**src/rtl/poly_signal_generator.sv**
```systemverilog
// poly_signal_generator: N-voice tone/noise generator with a saturating
// volume mixer that drives a 1-bit PWM audio output.
//
// Register bus: write_strobe is a single-cycle write qualifier with no
// ready/backpressure; every strobed write is accepted on the clock edge that
// samples it. address = {voice index, sub-register}:
//   sub 0 stages the period low byte, sub 1 commits {data, staged low byte}
//   as the new period in one step, sub 2 sets volume, sub 3 sets
//   {noise_mode, enable}.
`timescale 1ns/1ps
module poly_signal_generator #(
  parameter int N_VOICES  = 4,
  parameter int PERIOD_W  = 12,
  parameter int PWM_W     = 8,
  parameter int MIX_SHIFT = 2,
  parameter int VIDX_W    = 2
) (
  input  logic                clk,
  input  logic                rst,
  input  logic                write_strobe,
  input  logic [VIDX_W+1:0]   address,
  input  logic [7:0]          data,
  output logic                signal_out,
  output logic [PWM_W-1:0]    mix_level,
  output logic [N_VOICES-1:0] voice_wave
);

  localparam int SUM_W   = 4 + $clog2(N_VOICES);
  localparam int SHIFT_W = SUM_W + MIX_SHIFT;
  localparam int CMP_W   = (SHIFT_W > PWM_W) ? SHIFT_W : PWM_W;

  // Write decode
  logic [VIDX_W-1:0] wr_voice;
  logic [1:0]        wr_sub;
  logic              wr_valid;

  // Per-voice configuration
  logic [PERIOD_W-1:0] period     [N_VOICES];
  logic [7:0]          staged_low [N_VOICES];
  logic [3:0]          vol        [N_VOICES];
  logic [N_VOICES-1:0] en;
  logic [N_VOICES-1:0] noise_mode;

  // Per-voice oscillator state
  logic [PERIOD_W-1:0] cnt [N_VOICES];
  logic [N_VOICES-1:0] wave;
  logic [N_VOICES-1:0] dis_now;

  // Shared noise source, mixer and PWM
  logic [14:0]      lfsr;
  logic [SUM_W-1:0] sum;
  logic [CMP_W-1:0] shifted;
  logic [PWM_W-1:0] mix_next;
  logic [PWM_W-1:0] pwm_cnt;
  logic [PWM_W-1:0] duty;

  assign wr_voice   = address[VIDX_W+1:2];
  assign wr_sub     = address[1:0];
  // Voice indices beyond the implemented voices are silently dropped.
  assign wr_valid   = write_strobe && (int'(wr_voice) < N_VOICES);
  assign voice_wave = wave;

  // Per-voice flag for a write that clears enable this cycle; it must beat a
  // coincident toggle so the voice goes silent immediately.
  always_comb begin
    dis_now = '0;
    for (int v = 0; v < N_VOICES; v++) begin
      dis_now[v] = wr_valid && (wr_voice == VIDX_W'(v)) &&
                   (wr_sub == 2'd3) && !data[0];
    end
  end

  // Register file: staged low byte, atomic period commit, volume, enable/mode.
  always_ff @(posedge clk) begin
    if (rst) begin
      for (int v = 0; v < N_VOICES; v++) begin
        period[v]     <= '0;
        staged_low[v] <= '0;
        vol[v]        <= '0;
      end
      en         <= '0;
      noise_mode <= '0;
    end else if (wr_valid) begin
      for (int v = 0; v < N_VOICES; v++) begin
        if (wr_voice == VIDX_W'(v)) begin
          case (wr_sub)
            2'd0: staged_low[v] <= data;
            2'd1: period[v]     <= {data[PERIOD_W-9:0], staged_low[v]};
            2'd2: vol[v]        <= data[3:0];
            2'd3: begin
              en[v]         <= data[0];
              noise_mode[v] <= data[1];
            end
            default: ;
          endcase
        end
      end
    end
  end

  // Voice oscillators: count to period, then wrap and toggle (tone) or
  // resample the LFSR (noise). >= lets a lowered period wrap right away.
  always_ff @(posedge clk) begin
    if (rst) begin
      for (int v = 0; v < N_VOICES; v++) begin
        cnt[v] <= '0;
      end
      wave <= '0;
    end else begin
      for (int v = 0; v < N_VOICES; v++) begin
        if (!en[v] || (period[v] == '0) || dis_now[v]) begin
          cnt[v]  <= '0;
          wave[v] <= 1'b0;
        end else if (cnt[v] >= period[v]) begin
          cnt[v]  <= '0;
          wave[v] <= noise_mode[v] ? lfsr[0] : ~wave[v];
        end else begin
          cnt[v] <= cnt[v] + PERIOD_W'(1);
        end
      end
    end
  end

  // Shared 15-bit Fibonacci LFSR (x^15 + x^14 + 1), advancing every cycle.
  always_ff @(posedge clk) begin
    if (rst) begin
      lfsr <= 15'h0001;
    end else begin
      lfsr <= {lfsr[13:0], lfsr[14] ^ lfsr[13]};
    end
  end

  // Mixer sum: gated volumes, scaled, then clipped to the PWM range.
  always_comb begin
    sum = '0;
    for (int v = 0; v < N_VOICES; v++) begin
      sum = sum + (wave[v] ? SUM_W'(vol[v]) : SUM_W'(0));
    end
    shifted = CMP_W'(sum) << MIX_SHIFT;
    if (shifted > CMP_W'({PWM_W{1'b1}})) begin
      mix_next = '1;
    end else begin
      mix_next = shifted[PWM_W-1:0];
    end
  end

  // Registered mix level.
  always_ff @(posedge clk) begin
    if (rst) begin
      mix_level <= '0;
    end else begin
      mix_level <= mix_next;
    end
  end

  // PWM: duty only changes at the end of a PWM period so no period is cut.
  always_ff @(posedge clk) begin
    if (rst) begin
      pwm_cnt    <= '0;
      duty       <= '0;
      signal_out <= 1'b0;
    end else begin
      pwm_cnt    <= pwm_cnt + PWM_W'(1);
      signal_out <= (pwm_cnt < duty);
      if (pwm_cnt == '1) begin
        duty <= mix_level;
      end
    end
  end

endmodule

```
**config.mk**
```make
export PLATFORM = sky130hd
export DESIGN_NAME = poly_signal_generator
export DESIGN_NICKNAME = d
export VERILOG_FILES = /design/src/rtl/poly_signal_generator.sv
export SDC_FILE = /design/constraint.sdc
export NUM_CORES = 1
export LEC_CHECK = 0
export ABC_CLOCK_PERIOD_IN_PS = 3350
export CAP_MARGIN = 30
export CORE_ASPECT_RATIO = 0.75
export CORE_MARGIN = 10
export CORE_UTILIZATION = 64
export CTS_BUF_LIST = sky130_fd_sc_hd__clkbuf_4
export DETAILED_ROUTE_END_ITERATION = 16
export PLACE_DENSITY = 0.85
export SKIP_CTS_REPAIR_TIMING = 1
export SYNTH_ARGS = -nofsm -noshare
export SYNTH_HDL_FRONTEND = slang
export SYNTH_SLANG_ARGS = --single-unit
export TNS_END_PERCENT = 5
```
**constraint.sdc**
```tcl
create_clock -name clk -period 3.35 [get_ports clk]
set_input_delay 0.67 -clock clk [delete_from_list [all_inputs] [get_ports clk]]
set_output_delay 0.67 -clock clk [all_outputs]
set_load 0.01 [all_outputs]
```
==> results.json <==
{
  "critical-path-slowest-cell": "sky130_fd_sc_hd__fa_1",
  "count_of_buffers_inserted_at_the_top_level_ports": 25,
  "floorplan.initialDensity_pct": 64.70,
  "area_growth_pct": 10.02,
  "cellLeakagePower_uw": 0.004193,
  "reg2reg_capture_point": "mix_level[7]$_SDFF_PP0_",
  "synth-async-reset-ratio_pct": 0,
  "tritoncts": "done",
  "share_clk_of_total_power_pct": 32.1,
  "layout_worst_path_cycle_share_pct": 87.12,
  "critical_path_cell_count": 9,
  "largest_net_degree_at_the_start_of_global_routing": 51,
  "data_arrival_time_at_the_worst_slack_endpoint_ns": 3.43,
  "path_clk_slew_ns": 0.16,
  "path_cells": "and2_1, fa_1, fa_1, ha_1, inv_1, fa_1, nor2b_1, o21ai_0, a21oi_1",
  "max-clock-path-buffers": 2,
  "least_setup_slack_across_all_paths_after_layout_ns": 0.4314,
  "synth-edff-count": 144,
  "track_usage_pct": 19.00,
  "worstMarginPinSlew_ns": 0.9666,
  "top_cells_by_area_in_the_synthesized_netlist": "sky130_fd_sc_hd__edfxtp_1 44%, sky130_fd_sc_hd__dfxtp_1 9.8%, sky130_fd_sc_hd__ha_1 8.1%",
  "cts_sinks": 192,
  "dp.final_hpwl_um": 13630,
  "outcome": "complete, no violations",
  "first_global_vias": 6413,
  "power.ir.vdd_worst_mv": 0.3289,
  "rsz0062_at_grt": "no",
  "antenna_found_initial": 1,
  "cts_buffers": 17,
  "num-nets-final": 1054,
  "synth.most_common_cell": "sky130_fd_sc_hd__edfxtp_1",
  "setup.reg_to_reg.worst_slack_ns": 0.43,
  "num_rows": 39,
  "dpl.cell_count": 1154,
  "ys_seq_area_share_pct": 54.00,
  "synth_top_cell_area_share_pct": 44.18,
  "h-tree-depth": 4,
  "grt_pass1_wl_um": 31610,
  "final-hold-violation-count": 0,
  "postSynthCellCount": 890,
  "critical_path_s_top_delay_family": "adder cells",
  "chip_width_um": 162.8,
  "reg2regPathDepth": 9,
  "cellInternalPower_uw": 3375,
  "pre_cts_slack_ns": 0.4860,
  "critical-path-max-stage-delay_ns": 0.57,
  "floorplan.die_area_um2": 20690,
  "required_ns": 3.87,
  "finalSetupViolCount": 0,
  "max_freq_mhz": 342.6,
  "final.setup.tns_ns": 0,
  "pwr-share-comb_pct": 6.7,
  "final_max_slew_viol_count": 0,
  "yosysWarnings": 0,
  "layout_min_cycle_time_ns": 2.919,
  "synth.cells.most_frequent": "144 x sky130_fd_sc_hd__edfxtp_1, 108 x sky130_fd_sc_hd__and2_1, 75 x sky130_fd_sc_hd__inv_1",
  "synth_flop_cell": "sky130_fd_sc_hd__edfxtp_1",
  "crit_path_start": "voice_wave[2]$_SDFFE_PP0P_",
  "route.detailed.drc": 0,
  "finalNonFillerCells": 1187,
  "grt.overflow.total": 0,
  "mappedNetlistArea_um2": 9787,
  "setup.worst_path.end": "mix_level[7]$_SDFF_PP0_",
  "timing.critical_path.from_type": "flop",
  "worst-path-max-fanout": 7,
  "timing.clock.skew_ns": 0.02639,
  "post_synth_num_cell_types": 53,
  "critical_path.n_buffers_inverters": 1,
  "avgSynthCellArea_um2": 11.00,
  "die_h_um": 127.1,
  "final_antenna_net_count": 0,
  "timing.critical_path.mode_cell": "sky130_fd_sc_hd__fa_1",
  "ys_ff_latch": 192,
  "filler_cell_count": 1076,
  "core_um2": 15130,
  "floorplan.io_pins": 28,
  "seqPwrFrac_pct": 61.2,
  "clock_latency_ns": 0.58,
  "worst_hold_path_type": "flop to flop",
  "wirelength_um": 18870,
  "drive_gt1_share_pct": 5.912,
  "detailroute.via_count": 6514,
  "post-synth-top-area-cell": "sky130_fd_sc_hd__edfxtp_1",
  "drt-vias-per-instance": 5.488,
  "critical_path_class": "flop to flop",
  "power_switching_share_pct": 23.28,
  "critPathCaptureType": "flop",
  "place.gp.congestion": 0.8356,
  "netSwitchingPower_uw": 1024,
  "root_buffer": "sky130_fd_sc_hd__clkbuf_4",
  "avgRoutedWirePerCell_um": 15.89,
  "critical_path.reg2reg.startpoint": "voice_wave[2]$_SDFFE_PP0P_",
  "worst_slew_margin_rel_pct": 35.07,
  "power_density_nw_per_um2": 408.6,
  "drt_iter0_markers": 550,
  "maxCapViolations": 0,
  "first_pass_iters": 5
}
[final cells by class]
cell class	instances	area [um^2]	area share [%]
Antenna cell	1	2.502	0.02324
Clock buffer	20	150.1	1.394
Clock inverter	12	182.7	1.696
Inverter	76	286.5	2.661
Multi-Input combinational cell	640	4239	39.37
Sequential cell	192	5285	49.08
Tap cell	205	256.5	2.382
Timing Repair Buffer	41	365.4	3.393
[stage by stage]
stage / instance area, um^2 / power, uW / utilization (%) / hold WS [ns]
after floorplan: 9967 / 2928 / - / 0.4138
after global placement: 10430 / 3019 / 68.97 / 0.4181
after detailed placement: 10430 / 3033 / 68.97 / 0.4301
after CTS: 10770 / 4417 / 71.17 / 0.4566
after global routing: 10770 / 4563 / 71.18 / 0.4631
final: 10770 / 4399 / 71.18 / 0.4546
[power groups by stage]
stage	clock [uW]	combinational, uW	sequential (uW)
2_1_floorplan	0	202	2730
3_3_place_gp	0	277	2740
3_5_place_dp	0	287	2750
4_1_cts	1430	291	2690
5_1_grt	1520	332	2710
6_report	1410	295	2690
[sequential cells by signal, indices dropped and copies added, names as in the netlist]
name / count
signal_out: 1
noise_mode: 4
voice_wave: 4
pwm_cnt: 8
mix_level: 6
lfsr: 15
cnt: 48
duty: 6
staged_low: 32
en: 4
period: 48
vol: 16
[logic make-up after synthesis]
group / Yosys count / synth area share (%)
simple gates: 364 / 20.01
flops: 192 / 54.00
buf+inv: 106 / 4.525
compound gates: 101 / 6.763
fa+ha+maj: 71 / 9.691
xor+xnor: 46 / 4.117
mux: 8 / 0.8182
other cells: 2 / 0.07674
[how the worst min path moves through the flow]
stage | from | endpoint | slack (ns) | cells past startpoint
floorplan | lfsr[9]$_SDFF_PP0_ | lfsr[10]$_SDFF_PP0_ | 0.41 | 1
global placement | lfsr[12]$_SDFF_PP0_ | lfsr[13]$_SDFF_PP0_ | 0.42 | 1
detailed placement | lfsr[5]$_SDFF_PP0_ | lfsr[6]$_SDFF_PP0_ | 0.43 | 1
CTS | pwm_cnt[0]$_SDFF_PP0_ | pwm_cnt[0]$_SDFF_PP0_ | 0.46 | 1
global route | lfsr[12]$_SDFF_PP0_ | lfsr[13]$_SDFF_PP0_ | 0.46 | 1
finish | pwm_cnt[0]$_SDFF_PP0_ | pwm_cnt[0]$_SDFF_PP0_ | 0.45 | 1
[cell usage in the layout (no fill, tap or decap), types with 5 or more instances in the layout]
master                            Yosys  final
sky130_fd_sc_hd__nand2b_1             7      7
sky130_fd_sc_hd__ha_1                63     63
sky130_fd_sc_hd__nor4_1              12     12
sky130_fd_sc_hd__clkdlybuf4s50_1      0     24
sky130_fd_sc_hd__nor2_1              61     61
sky130_fd_sc_hd__xnor2_1             15     15
sky130_fd_sc_hd__nor2b_1             22     22
sky130_fd_sc_hd__dfxtp_1             48     48
sky130_fd_sc_hd__fa_1                 8      8
sky130_fd_sc_hd__nand3_1             25     25
sky130_fd_sc_hd__nand4_1             16     16
sky130_fd_sc_hd__nor3_1              33     33
sky130_fd_sc_hd__a21oi_1             34     34
sky130_fd_sc_hd__and3_1              12     12
sky130_fd_sc_hd__edfxtp_1           144    144
sky130_fd_sc_hd__nand2_1             51     51
sky130_fd_sc_hd__inv_1               75     75
sky130_fd_sc_hd__conb_1               2     50
sky130_fd_sc_hd__mux2i_1              8      8
sky130_fd_sc_hd__a21o_1               5      5
sky130_fd_sc_hd__xor2_1              31     31
sky130_fd_sc_hd__o21ai_0             25     25
sky130_fd_sc_hd__clkbuf_4             0     20
sky130_fd_sc_hd__and2_1             108    108
sky130_fd_sc_hd__buf_4                2     16
[per-layer routing]
metal | up-vias | share of wire (%) | global-route usage (%)
met5 | - | 0 | 0
met3 | 36 | 7.2 | 5.231
met1 | 3084 | 45 | 25.25
met2 | 192 | 45 | 29.32
li1 | 3202 | - | -
met4 | 0 | 2.5 | 6.984
Power figures use the tool's default switching activity.
